**config.mk**
```make
export PLATFORM = sky130hd
export DESIGN_NAME = reaction_timer
export DESIGN_NICKNAME = d
export VERILOG_FILES = /design/src/rtl/reaction_timer.sv
export SDC_FILE = /design/constraint.sdc
export NUM_CORES = 1
export LEC_CHECK = 0
export ABC_CLOCK_PERIOD_IN_PS = 2900
export BUFFER_PORTS_ARGS = -buffer_cell sky130_fd_sc_hd__buf_2
export CAP_MARGIN = 20
export CELL_PAD_IN_SITES_DETAIL_PLACEMENT = 0
export CELL_PAD_IN_SITES_GLOBAL_PLACEMENT = 1
export CORE_MARGIN = 5
export CORE_UTILIZATION = 46
export DETAILED_ROUTE_END_ITERATION = 12
export GPL_TIMING_DRIVEN = 0
export HOLD_SLACK_MARGIN = 0.05
export PLACE_DENSITY = 0.76
export SLEW_MARGIN = 40
export SYNTH_ARGS = -nofsm -noshare
export SYNTH_HDL_FRONTEND = slang
export SYNTH_SLANG_ARGS = --single-unit
export TNS_END_PERCENT = 1
```
**constraint.sdc**
```tcl
create_clock -name clk -period 2.9 [get_ports clk]
set_input_delay 0.29 -clock clk [delete_from_list [all_inputs] [get_ports clk]]
set_output_delay 0.29 -clock clk [all_outputs]
set_load 0.005 [all_outputs]
```
**src/rtl/reaction_timer.sv**
```systemverilog
// Reaction-time game controller.
// After a start request it fetches a random value, waits a random pre-lamp
// delay, lights the lamp and measures the time to the player's press in ms.
//
//   state | meaning
//   ------+------------------------------------------------------------
//   IDLE  | waiting for start; outputs hold the last round's results
//   REQ   | one-cycle trigger pulse to the random number generator
//   LOAD  | capture and clamp the random value, load the pre-lamp delay
//   WAIT  | counting down the pre-lamp delay; a press is a false start
//   ARMED | lamp on, counting reaction ms until press or timeout
//   DONE  | one-cycle wind-down before returning to IDLE
module reaction_timer #(
    parameter int unsigned TICK_DIV     = 50000,
    parameter int unsigned MIN_DELAY_MS = 1000,
    parameter int unsigned SCALE_MS     = 20,
    parameter int unsigned MAX_REACT_MS = 9999
) (
    input  logic        clk,
    input  logic        rst_n,
    input  logic        start,
    input  logic        press,
    input  logic [6:0]  rand_in,
    output logic        rand_req,
    output logic        busy,
    output logic        lamp,
    output logic        result_valid,
    output logic [13:0] result_ms,
    output logic        false_start,
    output logic        timeout
);

    // Delay counter sized for the largest possible delay, never below 16 bits.
    localparam int unsigned DLY_MAX  = MIN_DELAY_MS + 99 * SCALE_MS;
    localparam int          DLY_BITS = $clog2(DLY_MAX + 1);
    localparam int          DW       = (DLY_BITS > 16) ? DLY_BITS : 16;
    localparam int          PW       = $clog2(TICK_DIV);

    localparam logic [PW-1:0] PRE_LAST  = PW'(TICK_DIV - 1);
    localparam logic [13:0]   REACT_MAX = 14'(MAX_REACT_MS);
    localparam logic [6:0]    RAND_TOP  = 7'd99;

    typedef enum logic [2:0] {
        ST_IDLE  = 3'd0,
        ST_REQ   = 3'd1,
        ST_LOAD  = 3'd2,
        ST_WAIT  = 3'd3,
        ST_ARMED = 3'd4,
        ST_DONE  = 3'd5
    } state_t;

    state_t        state_q, state_d;
    logic [PW-1:0] pre_q, pre_d;
    logic [DW-1:0] delay_q, delay_d;
    logic [13:0]   react_q, react_d;
    logic          press_q;
    logic          result_valid_q, result_valid_d;
    logic [13:0]   result_ms_q, result_ms_d;
    logic          false_start_q, false_start_d;
    logic          timeout_q, timeout_d;

    logic          counting;
    logic          tick;
    logic          press_evt;
    logic [6:0]    rand_clamped;
    logic [31:0]   delay_calc;
    logic [13:0]   react_inc;

    assign counting     = (state_q == ST_WAIT) || (state_q == ST_ARMED);
    assign tick         = counting && (pre_q == PRE_LAST);
    assign press_evt    = press && !press_q;
    assign rand_clamped = (rand_in > RAND_TOP) ? RAND_TOP : rand_in;
    assign delay_calc   = 32'(MIN_DELAY_MS) + 32'(rand_clamped) * 32'(SCALE_MS);
    assign react_inc    = react_q + 14'd1;

    // Next-state and datapath decode; a press event always takes priority over
    // a delay expiry or timeout landing on the same tick.
    always_comb begin
        state_d        = state_q;
        pre_d          = pre_q;
        delay_d        = delay_q;
        react_d        = react_q;
        result_valid_d = 1'b0;
        result_ms_d    = result_ms_q;
        false_start_d  = false_start_q;
        timeout_d      = timeout_q;

        if (counting) begin
            pre_d = tick ? '0 : pre_q + PW'(1);
        end

        case (state_q)
            ST_IDLE: begin
                if (start) begin
                    state_d       = ST_REQ;
                    false_start_d = 1'b0;
                    timeout_d     = 1'b0;
                end
            end
            ST_REQ: begin
                if (press_evt) begin
                    false_start_d = 1'b1;
                    state_d       = ST_DONE;
                end else begin
                    state_d = ST_LOAD;
                end
            end
            ST_LOAD: begin
                if (press_evt) begin
                    false_start_d = 1'b1;
                    state_d       = ST_DONE;
                end else begin
                    delay_d = DW'(delay_calc);
                    pre_d   = '0;
                    state_d = ST_WAIT;
                end
            end
            ST_WAIT: begin
                if (press_evt) begin
                    false_start_d = 1'b1;
                    state_d       = ST_DONE;
                end else if (tick) begin
                    // A zero delay (only possible with MIN_DELAY_MS=0) expires on the first tick.
                    if (delay_q <= DW'(1)) begin
                        delay_d = '0;
                        react_d = '0;
                        pre_d   = '0;
                        state_d = ST_ARMED;
                    end else begin
                        delay_d = delay_q - DW'(1);
                    end
                end
            end
            ST_ARMED: begin
                if (press_evt) begin
                    // Count the tick landing on this same cycle so a press on
                    // the last tick reports the full maximum.
                    result_ms_d    = tick ? react_inc : react_q;
                    result_valid_d = 1'b1;
                    state_d        = ST_DONE;
                end else if (tick) begin
                    react_d = react_inc;
                    if (react_inc >= REACT_MAX) begin
                        timeout_d = 1'b1;
                        state_d   = ST_DONE;
                    end
                end
            end
            ST_DONE: begin
                state_d = ST_IDLE;
            end
            default: begin
                state_d = ST_IDLE;
            end
        endcase
    end

    // State and datapath registers.
    always_ff @(posedge clk or negedge rst_n) begin
        if (!rst_n) begin
            state_q        <= ST_IDLE;
            pre_q          <= '0;
            delay_q        <= '0;
            react_q        <= '0;
            press_q        <= 1'b0;
            result_valid_q <= 1'b0;
            result_ms_q    <= '0;
            false_start_q  <= 1'b0;
            timeout_q      <= 1'b0;
        end else begin
            state_q        <= state_d;
            pre_q          <= pre_d;
            delay_q        <= delay_d;
            react_q        <= react_d;
            press_q        <= press;
            result_valid_q <= result_valid_d;
            result_ms_q    <= result_ms_d;
            false_start_q  <= false_start_d;
            timeout_q      <= timeout_d;
        end
    end

    assign rand_req     = (state_q == ST_REQ);
    assign busy         = (state_q != ST_IDLE);
    assign lamp         = (state_q == ST_ARMED);
    assign result_valid = result_valid_q;
    assign result_ms    = result_ms_q;
    assign false_start  = false_start_q;
    assign timeout      = timeout_q;

endmodule

```
Word level (Yosys, flattened, before mapping)
Index checks and enable logic that the tools add are counted. W data, S select, Z words.

Flip-flop bits (word level): 67. Logic and storage cells: 90.

Add/sub/neg operators: 4. Multipliers: 1. Magnitude comparators: 3. Equality and inequality tests: 18. Multiplexer cells: 38. Reduce and logical (&&, ||, !) cells: 17.

Operators with widths (count): $mux W16 (10); $mux W14 (5); $pmux W16 S2 (2); $pmux W14 S2 (1); $mux W3 (9); $add A16 B1 Y16 const B (1); $eq A16 B16 Y1 const B (1); $le A16 B1 Y1 const B (1); $sub A16 B1 Y16 const B (1); $pmux W3 S5 (1); $reduce_and A5 Y1 (3); $add A14 B1 Y14 const B (1); $ge A14 B14 Y1 const B (1); $add A10 B12 Y13 const A (1); $mul A7 B3 Y10 const B (1); $ne A2 B2 Y1 const B (5); $ne A2 B1 Y1 const B (4); $reduce_bool A2 Y1 (4); $gt A7 B7 Y1 const B (1); $mux W1 (7); $mux W7 (1); $eq A3 B2 Y1 const B (2); $ne A3 B1 Y1 const B (2); $pmux W1 S2 (2); 13 further kinds (14).

Logic depth before layout (Yosys ltp)
Gate-level depths: netlist of the first run.

Depth in word-level cells: 9. Depth in mapped cells: 13.

Worst setup path before layout of the first run
OpenSTA, ideal clock, no wires.

Path kind: input -> register. From: input port rand_in[3]. To: register delay_q[11]. Library setup time: 126 ps. Data arrival time: 2771 ps. Slack: 3 ps. Stages: 12. Path through: o311ai_0 nand2b_1 a21oi_1 nor2_1 ha_1 fa_1 xnor2_1 nand2_1 o41ai_1 xnor2_1 a221oi_1 nor2_1.

Cells in the longest elaborated chain, start to end: 6.

Ends and longest elaborated chain: start: declaration (RTL line 23) `input logic [6:0] rand_in,`; $gt A7 B7 Y1 (RTL line 72) `assign rand_clamped = (rand_in > RAND_TOP) ? RAND_TOP : rand_in;`; $mux W7 (*) (RTL line 72); $mul A7 B3 Y10 (*) (RTL line 73) `assign delay_calc = 32'(MIN_DELAY_MS) + 32'(rand_clamped) * 32'(SCALE_MS);`; $add A10 B12 Y13 (*) (RTL line 73); $mux W16 (*) (RTL line 109) `if (press_evt) begin`; $pmux W16 S2 (*) (RTL line 92) `case (state_q)`; end signal: assignment (RTL line 173) `delay_q <= delay_d;`; end: declaration (RTL line 54) `logic [DW-1:0] delay_q, delay_d;`.

Mark *: on every way between the ends. The rest lies on a longest branch, timed or not. The select of a mux whose other input is x is not followed. A chain may end at the register's enable or synchronous reset.

Worst setup path after layout of the first run
Same ends and word-level chain as after synthesis.

==> impl_results.md, run 1 <==
* Status: finished clean
* Die area at 11300 sq um
* Unique masters post-synth at 65
* Layout cells sized above 1 at 15.5%
* Syn-to-layout area delta at 14.7%
* Wl on met1 at 4760 um
* Vias in the first global route at 3645
* Worst slew margin at 46.0%
* Final Slew Violations at 0
* Final Hold Fails at 0
* Synth Instances at 496
* GRT Total Usage at 19.4%
* Compound-gate portion of the synthesized area at 17.9%
* First-pass GRT wire length at 17700 um
* H-tree levels at 3
* Mapped Nets at 522
* Detailed placement HPWL at 7370 um
* Initial Util at 46.7%
* Most common cell after layout, fill and taps aside: nor2_1
* CP Capture Type: flip-flop
* CTS Buf Count at 9
* Post-synth EDFFs at 0
* Clock tree sinks at 67
* Wirelength per Cell at 15.4 um
* Reg2reg path depth at 7
* Yosys top cell by area: dfrtp_1
* Max Cap Viol at 0
* FF+latch count, synth at 67
* Fmax at 0.367 GHz
* Core footprint at 9150 sq um
* Setup tns final at 0 ns
* TritonRoute pass-1 iters at 4
* Fill cells at 910
* GR Overflow Total at 0
* Synth Cell Area at 4270 sq um
* CP Data Required Time at 3.14 ns
* Hold Path Stages at 4
* Largest family of logic cells by synthesized area: simple AND/OR/NAND/NOR gates
* Skew final at 0.0131 ns
* YS warnings at 0
* DP Cell Count at 638
* Synth Area in XOR/XNOR at 9.02%
* TritonCTS clock tree: built
* Vias per cell at 5.57
* # rows at 35
* Port bufs at 30
* Register area share after synthesis at 39.3%
* Post-synth ARST share at 100%
* CP Data Arrival Time at 2.96 ns
* Worst slew pin tran at 0.806 ns
* Startpoint type of the worst setup path: input pin
* Worst path cell trace: buf_2 -> o311ai_2 -> nand2b_1 -> ha_1 -> ha_1 -> fa_1 -> nand3_1 -> nand2_1 -> xor2_1 -> o41ai_2 -> xnor2_1 -> a221oi_1 -> nor2_1
* Max IR drop VDD at 0.438 mV
* Worst min-delay path class: in2reg
* RSZ-0062 raised after global routing: true
* Fraction of the mapped netlist area in simple logic gates at 25.3%
* Kind of critical path: in2reg
* Top routing layer used: met4
* Endpoints failing setup at 0
* Clk_lat worst skew at 0.36 ns
* Max FO, Critical Path at 5
* Post-route non-filler standard cell count at 660
* Fin Hold WS at 0.254 ns
* Routed met2 length at 5000 um
* Post-route DRC at 0
* Final Net Count at 570
* Final cycle utilization of the critical path at 93.9%
* Top post-synthesis cells by area: dfrtp_1, nor2_1, xor2_1
* Die H at 106 um
* GPL Wtd Cong at 0.881
* Post-synthesis mux area share at 0.264%
* Commonest cells after routing, fill and taps aside: nor2_1, dfrtp_1, nand2_1
* Die X at 106 um
* Met3 WL at 237 um
* Pleak at 2.12 nW
* Final min period at 2.72 ns
* Initial DRC count at 141
* CP max stage cell: fa_1
* Place WS at -0.573 ns
* Syn avg cell area at 8.61 sq um
* # diodes at 0
* Worst stage delay on the critical path at 0.45 ns
* CTS max path bufs at 2
* Routed Antenna Nets at 0
* Largest net degree at the start of global routing at 59
* Share of the synthesized area in the top cell type at 39.3%
* Main synth FF type: dfrtp_1
* Initial antenna violation count at 0
* CTS Root Cell: clkbuf_8
* Pwr dens at 749 nW/um^2
* Vias post-DR at 3677
* Detailed Route WL at 10200 um
* Post-synthesis adder-cell area fraction at 4.57%
* Placed cell area at 4590 sq um
* CP most frequent cell: ha_1
* Post-route cell area at 4900 sq um
* PnR worst setup slack at 0.178 ns
* Clock-pin slew on the worst setup and hold paths at 0.08 ns
* Boundary Pins at 31
## power by group
| part | leakage, nW | internal (mW) | switching [mW] |
|---|---|---|---|
| clock | 0.110 | 0.490 | 0.409 |
| sequential | 0.881 | 1.16 | 0.167 |
| combinational | 1.13 | 0.582 | 0.856 |
| total | 2.12 | 2.24 | 1.43 |
## worst max-delay path: cells and delay by family
family | cells | cell delay (ns)
xor gates and xnor gates | 2 | 0.34
AOI/OAI and AO/OA | 3 | 0.92
buffers and inverters | 1 | 0.13
and+or+nand+nor | 4 | 0.41
adders and majority gates | 3 | 0.89
## registers in the layout (all words and copies together), names as in the netlist
| signal | flops |
|---|---|
| false_start | 1 |
| press_q | 1 |
| react_q | 14 |
| result_ms | 14 |
| delay_q | 16 |
| state_q | 3 |
| timeout | 1 |
| result_valid | 1 |
| pre_q | 16 |
## metal layers
layer | GRT usage [%] | vias to the layer above
met5 | 0 | -
met4 | 7.96 | 0
met3 | 2.79 | 18
met2 | 32.2 | 45
met1 | 25.3 | 1757
li1 | - | 1857
## synth_stat cells (all sizes together) (9+ instances only)
cell type	number
nor2	72
dfrtp	67
o21ai	42
nand2	41
a21oi	31
xor2	27
clkbuf	21
nor3	20
nand3	18
xnor2	17
ha	14
and2	10
inv	10
a31oi	9
## stage by stage
step           utilization [%]  power (mW)
2_1_floorplan                -        2.35
3_3_place_gp              49.8        2.75
3_5_place_dp              50.2        2.78
4_1_cts                   53.0        3.70
5_1_grt                   53.5        3.96
6_report                  53.5        3.67
## timing repair
| item | CTS | global route |
|---|---|---|
| hold buffers | 2 | 0 |
| endpoints found under the hold margin | 68 | 0 |
| buffers inserted | 1 | 3 |
| gates resized for setup | 2 | 6 |
| setup endpoints to repair | 3 | 28 |
| pin swaps | 0 | 1 |
| cloned | 0 | 0 |
## logic make-up (layout without fill, tap and decap cells)
kind of cell	after synthesis	after routing
AND/OR/NAND/NOR	208	208
AO/OA/AOI/OAI	123	123
flip-flops	67	67
XOR/XNOR	44	44
buffers and inverters	38	91
adder cells (fa/ha/maj)	15	15
multiplexers	1	1
## cell type report
cell class / instances / area [sq um] / share of cell area, %
multi-input combinational: 391 / 2470 / 50.4
buffer: 28 / 121 / 2.48
inverter: 10 / 37.5 / 0.766
clock inverter: 7 / 98.8 / 2.02
timing repair buffer: 37 / 234 / 4.78
tap: 111 / 139 / 2.84
sequential: 67 / 1680 / 34.2
clock buffer: 9 / 124 / 2.53
## final timing paths
check | startpoint | end | slack (ns)
worst min-delay path | start | false_start$_DFFE_PN0P_ | 0.25
worst max register to register | pre_q[7]$_DFF_PN0_ | delay_q[9]$_DFFE_PN0P_ | 0.22
max in group asynchronous | rst_n | delay_q[5]$_DFFE_PN0P_ | 2.10
min in group asynchronous | rst_n | result_ms[12]$_DFFE_PN0P_ | 0.30
worst max-delay path | rand_in[3] | delay_q[11]$_DFFE_PN0P_ | 0.18
worst min register to register | result_ms[1]$_DFFE_PN0P_ | result_ms[1]$_DFFE_PN0P_ | 0.51
Note: power is estimated with default switching activity, not from simulation.
==> inputs of run 2 (changes only) <==
ABC_CLOCK_PERIOD_IN_PS = 3000   (was 2900)
SLEW_MARGIN = 10   (was 40)
clock period = 3 ns   (was 2.9 ns; I/O delays follow)
==> impl_results.md, run 2 (synthesis results as in run 1) <==
* Status: finished clean
* Endpoints failing setup at 0 (unchanged)
* Largest net degree at the start of global routing at 60 (+1.7%)
* GPL Wtd Cong at 0.881 (unchanged)
* RSZ-0062 raised after global routing: true
* Fill cells at 905 (-0.55%)
* Final cycle utilization of the critical path at 92.9%
* H-tree levels at 3 (unchanged)
* Most common cell after layout, fill and taps aside: nor2_1
* Worst stage delay on the critical path at 0.56 ns (+0.11 ns)
* Fmax at 0.359 GHz
* Wl on met1 at 4660 um (-2.0%)
* Skew final at 0.0143 ns (+0.00121 ns)
* Routed met2 length at 5060 um (+1.2%)
* Commonest cells after routing, fill and taps aside: nor2_1, dfrtp_1, nand2_1
* Worst slew pin tran at 0.759 ns (-0.0473 ns)
* Boundary Pins at 31 (unchanged)
* CTS Buf Count at 9 (unchanged)
* Final Net Count at 566 (-0.70%)
* Vias per cell at 5.66 (+1.5%)
* GRT Total Usage at 19.1% (-0.25 points)
* Post-route DRC at 0 (unchanged)
* Top routing layer used: met4
* Overall power at 3.37 mW (-8.1%)
* Core footprint at 9150 sq um (unchanged)
* CP Data Arrival Time at 3.00 ns (+0.04 ns)
* Worst min-delay path class: in2reg
* Die H at 106 um (unchanged)
* Clk_lat worst skew at 0.35 ns (about the same)
* CP Data Required Time at 3.21 ns (+0.07 ns)
* # rows at 35 (unchanged)
* CTS Root Cell: clkbuf_8
* Vias post-DR at 3711 (+0.92%)
* DP Cell Count at 638 (unchanged)
* Detailed placement HPWL at 7380 um (+0.23%)
* Post-route cell area at 4810 sq um (-1.9%)
* Pwr dens at 702 nW/um^2 (-6.3%)
* Startpoint type of the worst setup path: flip-flop
* Clock-pin slew on the worst setup and hold paths at 0.08 ns (about the same)
* CTS max path bufs at 2 (unchanged)
* CP max stage cell: or4bb_1
* Max IR drop VDD at 0.405 mV (-7.6%)
* Placed cell area at 4590 sq um (about the same)
* Detailed Route WL at 10200 um (-0.26%)
* Flop2flop setup slack at 0.21 ns (about the same)
* Final core utilization at 52.5% (-1.0 points)
* CP delay by family, top: simple AND/OR/NAND/NOR gates
* # diodes at 0 (unchanged)
* Pleak at 2.07 nW (-2.2%)
* Die X at 106 um (unchanged)
* PnR worst setup slack at 0.213 ns (+0.0355 ns)
* Wirelength per Cell at 15.5 um (+0.35%)
* Vias in the first global route at 3647 (+0.055%)
* Die area at 11300 sq um (unchanged)
* Post-route non-filler standard cell count at 656 (-0.61%)
* GR Overflow Total at 0 (unchanged)
* TritonCTS clock tree: built
* Met3 WL at 314 um (+32%)
* Initial Util at 46.7% (unchanged)
* Kind of critical path: reg2reg
* Final min period at 2.79 ns
* Clock tree sinks at 67 (unchanged)
* Layout cells sized above 1 at 14.7% (-0.80 points)
* Routed Antenna Nets at 0 (unchanged)
* TritonRoute pass-1 iters at 4 (unchanged)
* Initial DRC count at 108 (-23%)
* Max FO, Critical Path at 10 (+5)
* Place WS at -0.458 ns (+0.115 ns)
* Final Slew Violations at 0 (unchanged)
* Port bufs at 30 (unchanged)
* Syn-to-layout area delta at 12.5%
* Initial antenna violation count at 0 (unchanged)
* Final Hold Fails at 0 (unchanged)
* Largest registers: delay_q: 16 flops, pre_q: 16 flops
* Buf/Inv on CP at 1 (unchanged)
* First-pass GRT wire length at 17600 um (-0.86%)
* Worst slew margin at 48.9% (+2.8 points)
* Worst path cell trace: or4bb_1 -> nor4_4 -> nand3_1 -> o21ai_0 -> clkbuf_1 -> nor2_1
* Max Cap Viol at 0 (unchanged)
* CP Capture Type: flip-flop
-- run 2: changes by cell type in the layout (fill, tap and decap cells not counted), sizes merged --
cell         before  now
buf              42   39
bufinv            2    0
dlygate4sd3       2    1
clkinv            2    3
clkinvlp          1    2
-- run 2: worst reg2reg max path, cell delays in order, from the launching register on --
cell and delay (ns):
dfrtp_1 0.42, or4bb_1 0.56, nor4_4 0.45, nand3_1 0.31
o21ai_0 0.38, clkbuf_1 0.44, nor2_1 0.10
-- run 2: path summary, 6_finish.rpt --
kind	start	cells past startpoint	end
worst max-delay path	pre_q[7]$_DFF_PN0_	6	pre_q[9]$_DFF_PN0_
worst min-delay path	press	1	press_q$_DFF_PN0_
worst max register to register	pre_q[7]$_DFF_PN0_	6	pre_q[9]$_DFF_PN0_
worst min register to register	result_ms[1]$_DFFE_PN0P_	1	result_ms[1]$_DFFE_PN0P_
max in group asynchronous	rst_n	3	pre_q[1]$_DFF_PN0_
min in group asynchronous	rst_n	2	result_valid$_DFF_PN0_
-- run 2: cell type report --
cell class / instances / area, sq um / area share, %
inverters: 10 / 37.5 / 0.781
well taps: 111 / 139 / 2.89
plain buffers: 28 / 121 / 2.52
clock inverters: 7 / 51.3 / 1.07
flip-flops and latches: 67 / 1680 / 34.9
multi-input cells: 391 / 2460 / 51.2
clock buffers: 9 / 124 / 2.58
repair buffers: 33 / 198 / 4.11
-- run 2: layer usage --
| layer | track usage, % | vias up |
|---|---|---|
| met4 | 6.57 | 0 |
| li1 | - | 1841 |
| met2 | 32.3 | 65 |
| met1 | 24.6 | 1793 |
| met3 | 3.58 | 12 |
| met5 | 0 | - |
-- run 2: power breakdown --
| part | leakage [nW] | total, mW | internal (mW) | switching (mW) |
|---|---|---|---|---|
| sequential | 0.881 | 1.29 | 1.13 | 0.162 |
| clock | 0.0860 | 0.695 | 0.304 | 0.391 |
| combinational | 1.11 | 1.39 | 0.561 | 0.829 |
-- run 2: timing repair --
| item | CTS | global route |
|---|---|---|
| setup buffers | 0 | 1 |
| hold endpoints to repair | 25 | 0 |
| endpoints found under the setup margin | 2 | 18 |
| resized for setup | 1 | 5 |
| pin swaps | 0 | 1 |
| hold buffers | 1 | 0 |
-- run 2: through the flow --
| step | hold slack (ns) | setup TNS, ns |
|---|---|---|
| 3_5_place_dp | 0.142 | -1.41 |
| 2_1_floorplan | 0.00441 | 0 |
| 6_report | 0.0855 | 0 |
| 5_1_grt | 0.0694 | -0.224 |
| 4_1_cts | 0.0685 | 0 |
| 3_3_place_gp | 0.431 | -0.944 |
==> inputs of run 3 (changes only) <==
REMOVE_ABC_BUFFERS = 1   (was not set)
==> impl_results.md, run 3 (synthesis results as in run 1) <==
* Status: finished clean
* Clock tree sinks at 67 (unchanged)
* H-tree levels at 3 (unchanged)
* Logic pwr share at 37.1% (-4.1 points)
* Routed Antenna Nets at 0 (unchanged)
* Final cycle utilization of the critical path at 95.6% (+2.7 points)
* Port bufs at 30 (unchanged)
* TritonRoute pass-1 iters at 4 (unchanged)
* Vias per cell at 5.56 (-1.8%)
* TritonCTS clock tree: built
* Fmax at 0.349 GHz (-2.8%)
* Final Slew Violations at 0 (unchanged)
* CTS max path bufs at 2 (unchanged)
* Detailed placement HPWL at 6660 um (-9.8%)
* Worst slew pin tran at 0.735 ns (-0.0244 ns)
* Clock group share of total power at 23.9% (+3.3 points)
* Startpoint type of the worst setup path: input pin
* # diodes at 0 (unchanged)
* Switch share at 38.4% (-2.6 points)
* Post-route cell area at 4730 sq um (-1.7%)
* Max FO, Critical Path at 5 (-5)
* Fin Hold WS at 0.0846 ns (-0.000841 ns)
* Post-route DRC at 0 (unchanged)
* Largest registers: delay_q: 16 flops, pre_q: 16 flops
* Placed cell area at 4490 sq um (-2.2%)
* Pwr dens at 732 nW/um^2 (+4.2%)
* CTS Buf Count at 9 (unchanged)
* Core footprint at 9150 sq um (unchanged)
* Final Net Count at 539 (-4.8%)
* Fill cells at 865 (-4.4%)
* Reg2reg path depth at 6 (unchanged)
* Pleak at 2.02 nW (-2.5%)
* Max IR drop VDD at 0.370 mV (-8.7%)
* Worst slew margin at 50.9% (+2.0 points)
* # rows at 35 (unchanged)
* Net Switching at 1.33 mW (-4.0%)
* Largest net degree at the start of global routing at 36 (-40%)
* First-pass GRT wire length at 16400 um (-6.8%)
* Initial antenna violation count at 0 (unchanged)
* Hold Path Stages at 1 (unchanged)
* Clk_lat worst skew at 0.35 ns (about the same)
* GRT Total Usage at 17.8% (-1.3 points)
* Setup tns final at 0 ns (unchanged)
* Kind of critical path: in2reg
* GR Overflow Total at 0 (unchanged)
* Layout cells sized above 1 at 13.9% (-0.78 points)
* Vias in the first global route at 3338 (-8.5%)
* Final Hold Fails at 0 (unchanged)
* Sequential power share at 39.0% (+0.8 points)
* Worst min-delay path class: in2reg
* P_int at 2.13 mW (+7.0%)
* Detailed Route WL at 9380 um (-7.8%)
* GPL Wtd Cong at 0.809 (-8.1%)
* CP Data Arrival Time at 3.10 ns (+0.10 ns)
* Skew final at 0.0102 ns (-0.00410 ns)
* Final min period at 2.87 ns (+0.0808 ns)
* CTS Root Cell: clkbuf_8
* CP Capture Type: flip-flop
* Commonest cells after routing, fill and taps aside: nor2_1, dfrtp_1, nand2_1
* Wirelength per Cell at 14.9 um (-3.8%)
* Syn-to-layout area delta at 10.7%
* Endpoints failing setup at 0 (unchanged)
* Die H at 106 um (unchanged)
* Die area at 11300 sq um (unchanged)
* Initial Util at 46.7% (unchanged)
* Boundary Pins at 31 (unchanged)
* Clock-pin slew on the worst setup and hold paths at 0.07 ns (about the same)
* Most common cell after layout, fill and taps aside: nor2_1
* CP Data Required Time at 3.23 ns (+0.02 ns)
* RSZ-0062 raised after global routing: false
* Initial DRC count at 158 (+46%)
* Vias post-DR at 3495 (-5.8%)
* Max Cap Viol at 0 (unchanged)
* Die X at 106 um (unchanged)
* Post-CTS Setup Bufs at 0 (unchanged)
==> run 3: cell count changes in the layout (fill, tap and decap cells not counted), sizes merged <==
cell      change
bufinv        +2
clkinvlp      -1
inv           -2
clkinv        -1
clkbuf       -19
buf           -6
==> run 3: layout make-up <==
cell class                      count  area, sq um  area share, %
Inverter                           10         37.5          0.794
Clock inverter                      5         77.6           1.64
Timing Repair Buffer               34          205           4.34
Sequential cell                    67         1680           35.5
Clock buffer                       11          131           2.78
Multi-Input combinational cell    391         2460           52.0
Tap cell                          111          139           2.94
==> run 3: repair_timing <==
action / CTS / global route
setup endpoints to repair: 5 / 7
hold endpoints to repair: 34 / 0
hold buffers: 1 / 0
resized for setup: 2 / 3
==> run 3: power groups by stage <==
stage	combinational (mW)	clock (mW)	sequential, mW
finish	1.28	0.827	1.35
detailed placement	1.28	0	1.36
global placement	1.25	0	1.36
global route	1.48	0.893	1.39
floorplan	0.890	0	1.34
CTS	1.29	0.846	1.35
==> run 3: per-layer routing <==
| layer | part of all wire [%] | wire length, um | GRT usage [%] |
|---|---|---|---|
| met1 | 53 | 5000 | 26.9 |
| met3 | 3.5 | 330 | 4.13 |
| met2 | 42 | 3980 | 25.6 |
| met4 | 0.69 | 65 | 4.16 |
| met5 | 0 | 0 | 0 |
==> run 3: stage by stage <==
| stage | power, mW | setup slack (ns) | utilization, % | instances |
|---|---|---|---|---|
| after floorplan | 2.23 | 0.0928 | - | 468 |
| after global placement | 2.61 | -0.358 | 48.5 | 609 |
| final | 3.46 | 0.132 | 51.6 | 629 |
| after CTS | 3.49 | 0.00628 | 51.5 | 629 |
| after detailed placement | 2.64 | -0.508 | 49.0 | 612 |
| after global routing | 3.76 | 0.00897 | 51.6 | 629 |
==> run 3: critical path, cell delays in order <==
cell	delay, ns
buf_2	0.13
o311ai_2	0.31
nand2b_1	0.20
a21oi_1	0.17
nor2_1	0.06
ha_1	0.23
fa_1	0.43
xnor2_2	0.22
nand2_1	0.12
o41ai_1	0.42
xnor2_1	0.16
a221oi_1	0.28
nor2_1	0.06
==> run 3: final timing paths <==
kind | startpoint | slack [ns] | to
setup / recovery | rand_in[3] | 0.13 | delay_q[11]$_DFFE_PN0P_
hold / removal | press | 0.08 | press_q$_DFF_PN0_
setup reg to reg | pre_q[10]$_DFF_PN0_ | 0.19 | delay_q[9]$_DFFE_PN0P_
hold reg to reg | result_ms[1]$_DFFE_PN0P_ | 0.50 | result_ms[1]$_DFFE_PN0P_
max in group asynchronous | rst_n | 2.02 | delay_q[9]$_DFFE_PN0P_
min in group asynchronous | rst_n | 0.44 | pre_q[14]$_DFF_PN0_
